## config.mk

```make
export PLATFORM = sky130hd
export DESIGN_NAME = uart_cmd_ctrl
export DESIGN_NICKNAME = d
export VERILOG_FILES = /design/src/rtl/uart_cmd_ctrl.sv
export SDC_FILE = /design/constraint.sdc
export NUM_CORES = 1
export LEC_CHECK = 0
export ABC_AREA = 1
export BUFFER_PORTS_ARGS = -buffer_cell sky130_fd_sc_hd__clkbuf_2
export CAP_MARGIN = 20
export CORE_MARGIN = 2
export CORE_UTILIZATION = 45
export CTS_CLUSTER_DIAMETER = 120
export DETAILED_ROUTE_END_ITERATION = 10
export GPL_TIMING_DRIVEN = 1
export MAX_ROUTING_LAYER = met4
export PLACE_DENSITY = 0.69
export SLEW_MARGIN = 25
export SYNTH_ARGS = -nofsm -noshare
export SYNTH_HDL_FRONTEND = slang
export SYNTH_SLANG_ARGS = --single-unit
```

## constraint.sdc

```tcl
create_clock -name i_Clock -period 6.8 [get_ports i_Clock]
set_clock_uncertainty 0.2 [all_clocks]
set_input_delay 2.04 -clock i_Clock [delete_from_list [all_inputs] [get_ports i_Clock]]
set_output_delay 2.04 -clock i_Clock [all_outputs]
set_load 0.005 [all_outputs]
```

## src/rtl/uart_cmd_ctrl.sv

```systemverilog
// UART command controller: decodes W/R commands from a byte stream, runs one bus access
// and returns a single response byte (ACK, read data or NAK).
module uart_cmd_ctrl #(
  parameter int unsigned TIMEOUT_CLKS = 65535,
  parameter logic [7:0]  ACK_BYTE     = 8'h06,
  parameter logic [7:0]  NAK_BYTE     = 8'h15
) (
  input  logic        i_Clock,
  input  logic        i_Rst_n,
  input  logic        i_RX_DV,
  input  logic [7:0]  i_RX_Byte,
  output logic        o_TX_DV,
  output logic [7:0]  o_TX_Byte,
  input  logic        i_TX_Active,
  output logic [15:0] o_Bus_Addr,
  output logic [7:0]  o_Bus_WData,
  output logic        o_Bus_Wr,
  output logic        o_Bus_Rd,
  input  logic [7:0]  i_Bus_RData,
  input  logic        i_Bus_Ack,
  output logic        o_Busy
);

  localparam logic [7:0]  OpWrite    = 8'h57;
  localparam logic [7:0]  OpRead     = 8'h52;
  localparam logic [16:0] TimeoutCnt = 17'(TIMEOUT_CLKS);

  typedef enum logic [2:0] {
    StIdle,
    StGetAh,
    StGetAl,
    StGetData,
    StBus,
    StTxStart,
    StTxWaitAct,
    StTxWaitDone
  } state_e;

  state_e      state_q;
  logic [16:0] timeout_cnt_q;
  logic        cmd_write_q;
  logic        timeout;

  assign timeout = (timeout_cnt_q == TimeoutCnt);
  assign o_Busy  = (state_q != StIdle);

  always_ff @(posedge i_Clock) begin
    if (!i_Rst_n) begin
      state_q       <= StIdle;
      timeout_cnt_q <= '0;
      cmd_write_q   <= 1'b0;
      o_TX_DV       <= 1'b0;
      o_TX_Byte     <= '0;
      o_Bus_Addr    <= '0;
      o_Bus_WData   <= '0;
      o_Bus_Wr      <= 1'b0;
      o_Bus_Rd      <= 1'b0;
    end else begin
      o_TX_DV <= 1'b0;
      unique case (state_q)
        StIdle: begin
          timeout_cnt_q <= '0;
          if (i_RX_DV) begin
            if (i_RX_Byte == OpWrite || i_RX_Byte == OpRead) begin
              cmd_write_q <= (i_RX_Byte == OpWrite);
              state_q     <= StGetAh;
            end else begin
              o_TX_Byte <= NAK_BYTE;
              state_q   <= StTxStart;
            end
          end
        end

        // Timeout is checked first so a byte landing on the timeout cycle is dropped.
        StGetAh: begin
          if (timeout) begin
            timeout_cnt_q <= '0;
            state_q       <= StIdle;
          end else if (i_RX_DV) begin
            timeout_cnt_q    <= '0;
            o_Bus_Addr[15:8] <= i_RX_Byte;
            state_q          <= StGetAl;
          end else begin
            timeout_cnt_q <= timeout_cnt_q + 17'd1;
          end
        end

        StGetAl: begin
          if (timeout) begin
            timeout_cnt_q <= '0;
            state_q       <= StIdle;
          end else if (i_RX_DV) begin
            timeout_cnt_q   <= '0;
            o_Bus_Addr[7:0] <= i_RX_Byte;
            if (cmd_write_q) begin
              state_q <= StGetData;
            end else begin
              o_Bus_Rd <= 1'b1;
              state_q  <= StBus;
            end
          end else begin
            timeout_cnt_q <= timeout_cnt_q + 17'd1;
          end
        end

        StGetData: begin
          if (timeout) begin
            timeout_cnt_q <= '0;
            state_q       <= StIdle;
          end else if (i_RX_DV) begin
            timeout_cnt_q <= '0;
            o_Bus_WData   <= i_RX_Byte;
            o_Bus_Wr      <= 1'b1;
            state_q       <= StBus;
          end else begin
            timeout_cnt_q <= timeout_cnt_q + 17'd1;
          end
        end

        // Ack wins over a simultaneous timeout.
        StBus: begin
          if (i_Bus_Ack) begin
            timeout_cnt_q <= '0;
            o_Bus_Wr      <= 1'b0;
            o_Bus_Rd      <= 1'b0;
            o_TX_Byte     <= cmd_write_q ? ACK_BYTE : i_Bus_RData;
            state_q       <= StTxStart;
          end else if (timeout) begin
            timeout_cnt_q <= '0;
            o_Bus_Wr      <= 1'b0;
            o_Bus_Rd      <= 1'b0;
            o_TX_Byte     <= NAK_BYTE;
            state_q       <= StTxStart;
          end else begin
            timeout_cnt_q <= timeout_cnt_q + 17'd1;
          end
        end

        StTxStart: begin
          timeout_cnt_q <= '0;
          if (!i_TX_Active) begin
            o_TX_DV <= 1'b1;
            state_q <= StTxWaitAct;
          end
        end

        StTxWaitAct: begin
          timeout_cnt_q <= '0;
          if (i_TX_Active) state_q <= StTxWaitDone;
        end

        StTxWaitDone: begin
          timeout_cnt_q <= '0;
          if (!i_TX_Active) state_q <= StIdle;
        end

        default: begin
          timeout_cnt_q <= '0;
          state_q       <= StIdle;
        end
      endcase
    end
  end

endmodule

```

==> out/results.tsv <==
metric	value	unit
Syn. warnings	0	
sequential share of the synthesized area	0.4553	
CTS Root Cell	clkbuf_8	
Max Clk Rate	285.3	MHz
number of enable flip-flop cells after synthesis	0	
DR DRC count	0	
Req. time, crit path	4560	ps
ys flop type	dfxtp_1	
maximum VDD drop	0.1558	mV
crit path time final	3505	ps
max-cap viol count	0	
ys async rst share	0	
Routed wire per std cell	11.23	um
GRT Residual Overflow	0	
via/cell ratio	4.751	
die area	6079	um2
mux cell area share after synthesis	0	
Yosys top cell by area	dfxtp_1	
worst min-delay path category	reg2reg	
top cells by area, synth	dfxtp_1, nand2_1, nor2_1	
first-pass GRT wire length	8604	um
Max Transition Viols Final	0	
chip height	77.97	um
post-CTS sizing	0	
hold_ws	249.9	ps
starting density of the core	0.4731	
clock-pin slew on the worst setup and hold paths	100	ps
Antenna Cells	0	
top-area cell type share of the netlist area	0.4553	
H-tree Lvls	2	
WS Path Type	reg2out	
Final Net Count	407	
final-report hold violation count	0	
post-route setup slack	3295	ps
Vias	2152	
largest family of logic cells by synthesized area	simple AND/OR/NAND/NOR gates	
IO Port Bufs	56	
xor/xnor share of the synthesized area	0.02846	
Syn Inst Count	328	
FP Rows	26	
Power per Cell Area	321.7	nW/um2
share of layout cells above drive strength 1	0.2376	
outcome	completed	
worst skew pair latency	320	ps
worst rel slew slack	0.6265	
Adder-Cell Fraction of Synth Area	0.02033	
critical-path cell list	inv_2, nand2_2, clkbuf_2	
Syn Std Cell Area	2462	um2
average size of a mapped cell	7.507	um2
most common cell in the netlist	nand2_1	
Startpoint Class	flip-flop	
largest net degree at the start of global routing	33	
setup repair bufs after CTS	0	
CTS sink cnt	56	
drt initial violations	119	
Synth Area in Compound Gates	0.1468	
most frequent cells after synthesis	nand2_1, dfxtp_1, nor2_1	
RSZ-0062 raised after global routing	false	
Worst path slowest cell	dfxtp_1	
post-detail-place hpwl	3803	um
global placer's final weighted congestion	0.8836	
post-route setup TNS	0	ps
Final Cycle Share	0.5154	
Seq cells post-synth	56	
Crit path arrival time	1260	ps
Syn Nets	353	
initial antenna violation count	0	
IO Count	57	
first drt pass iteration count	4	
CP Capture Type	output port	
Clock Path Buffers	2	
Largest stage delay, worst path	560	ps
Static Leak	0.001292	uW
hold_buf cts	0	
GRT Overall Usage	0.1804	
antenna-violating nets left	0	
Place WS	3088	ps
Chip Width	77.97	um
Synth Area in Simple Gates	0.2647	
detailed-route wire length	5086	um
Crit Path Max Fanout	9	
Syn-to-layout area delta	16.56	%
Post-Route Utilization	0.5514	
Slew @ Worst Pin	560.2	ps
final setup fails	0	
vias in the first global route	1916	
cts bufs inserted	5	
post-synth cell types	29	
CTS tree	yes	
core area	5205	um2
Fill cells	528	
where the power goes:
part	switching, uW	leakage, uW	internal (uW)	total, uW
logic	184	0.000780	105	289
registers	38.9	0.000454	372	411
clock network	113	0.0000583	111	224
registers in the layout (all words and copies together), names as in the netlist:
register,count
cmd_write_q,1
o_Bus_Rd,1
o_Bus_Addr,16
o_TX_Byte,8
o_Bus_WData,8
o_TX_DV,1
state_q,3
timeout_cnt_q,17
o_Bus_Wr,1
path summary, 6_finish.rpt:
kind | start | end | slack, ps | cells after the start
setup / recovery | state_q[2]$_SDFFE_PN0P_ | o_Busy | 3300 | 3
hold / removal | o_TX_Byte[4]$_SDFFE_PN0P_ | o_TX_Byte[4]$_SDFFE_PN0P_ | 250 | 2
setup reg to reg | timeout_cnt_q[0]$_SDFF_PN0_ | o_TX_Byte[2]$_SDFFE_PN0P_ | 4160 | 16
hold reg to reg | o_TX_Byte[4]$_SDFFE_PN0P_ | o_TX_Byte[4]$_SDFFE_PN0P_ | 250 | 2
kinds of logic after synthesis:
family	after synthesis
buffers and inverters	44
AND/OR/NAND/NOR	148
AO/OA/AOI/OAI	68
adder cells (fa/ha/maj)	4
flip-flops	56
XOR/XNOR	8
final cells by class:
class | instances | area (um2) | area share
clock buffer | 5 | 68.82 | 0.02398
clock inverter | 3 | 47.55 | 0.01656
inverter | 35 | 131.4 | 0.04577
multi-input combinational | 228 | 1134 | 0.3949
sequential | 56 | 1121 | 0.3906
tap | 70 | 87.58 | 0.03051
timing repair buffer | 56 | 280.3 | 0.09765
worst max-delay path: cells and delay by family, from the launching register on:
family,cells,cell delay (ps)
flip-flops,1,560
buffers and inverters,2,250
AND/OR/NAND/NOR,1,140
metal layers:
metal | vias up | track usage | share of wire
met2 | 59 | 0.2664 | 0.42
met3 | 6 | 0.04535 | 0.060
met1 | 932 | 0.2480 | 0.51
met4 | 0 | 0.04737 | 0.011
met5 | - | - | 0
li1 | 1155 | - | -
metrics by stage:
stage | power, uW | instances | instance area [um2]
floorplan | 629.5 | 328 | 2462
global placement | 705.1 | 445 | 2754
detailed placement | 707.7 | 445 | 2754
CTS | 931.3 | 453 | 2870
global route | 989.9 | 453 | 2870
finish | 923.3 | 453 | 2870
cells in the final DEF (no fill, tap or decap):
cell type / netlist / final
nor3b_1: 1 / 1
o21ai_1: 5 / 5
nor2_2: 3 / 3
nor2_4: 3 / 3
nor3_2: 1 / 1
o21ai_2: 1 / 1
a31o_2: 1 / 1
xor2_1: 7 / 7
o21ai_0: 27 / 27
nor3_1: 4 / 4
nand3_2: 1 / 1
nand4_2: 1 / 1
dfxtp_1: 56 / 56
ha_1: 4 / 4
clkinv_4: 0 / 2
nand4_1: 4 / 4
a21oi_1: 31 / 31
nand2_1: 59 / 59
inv_2: 9 / 9
inv_1: 26 / 26
bufinv_16: 0 / 1
clkbuf_2: 0 / 56
xnor2_1: 1 / 1
a31oi_1: 2 / 2
clkbuf_8: 0 / 5
a21oi_4: 1 / 1
nand2_2: 6 / 6
nand3_1: 9 / 9
nor2_1: 56 / 56
(Power assumes the default switching activity.)
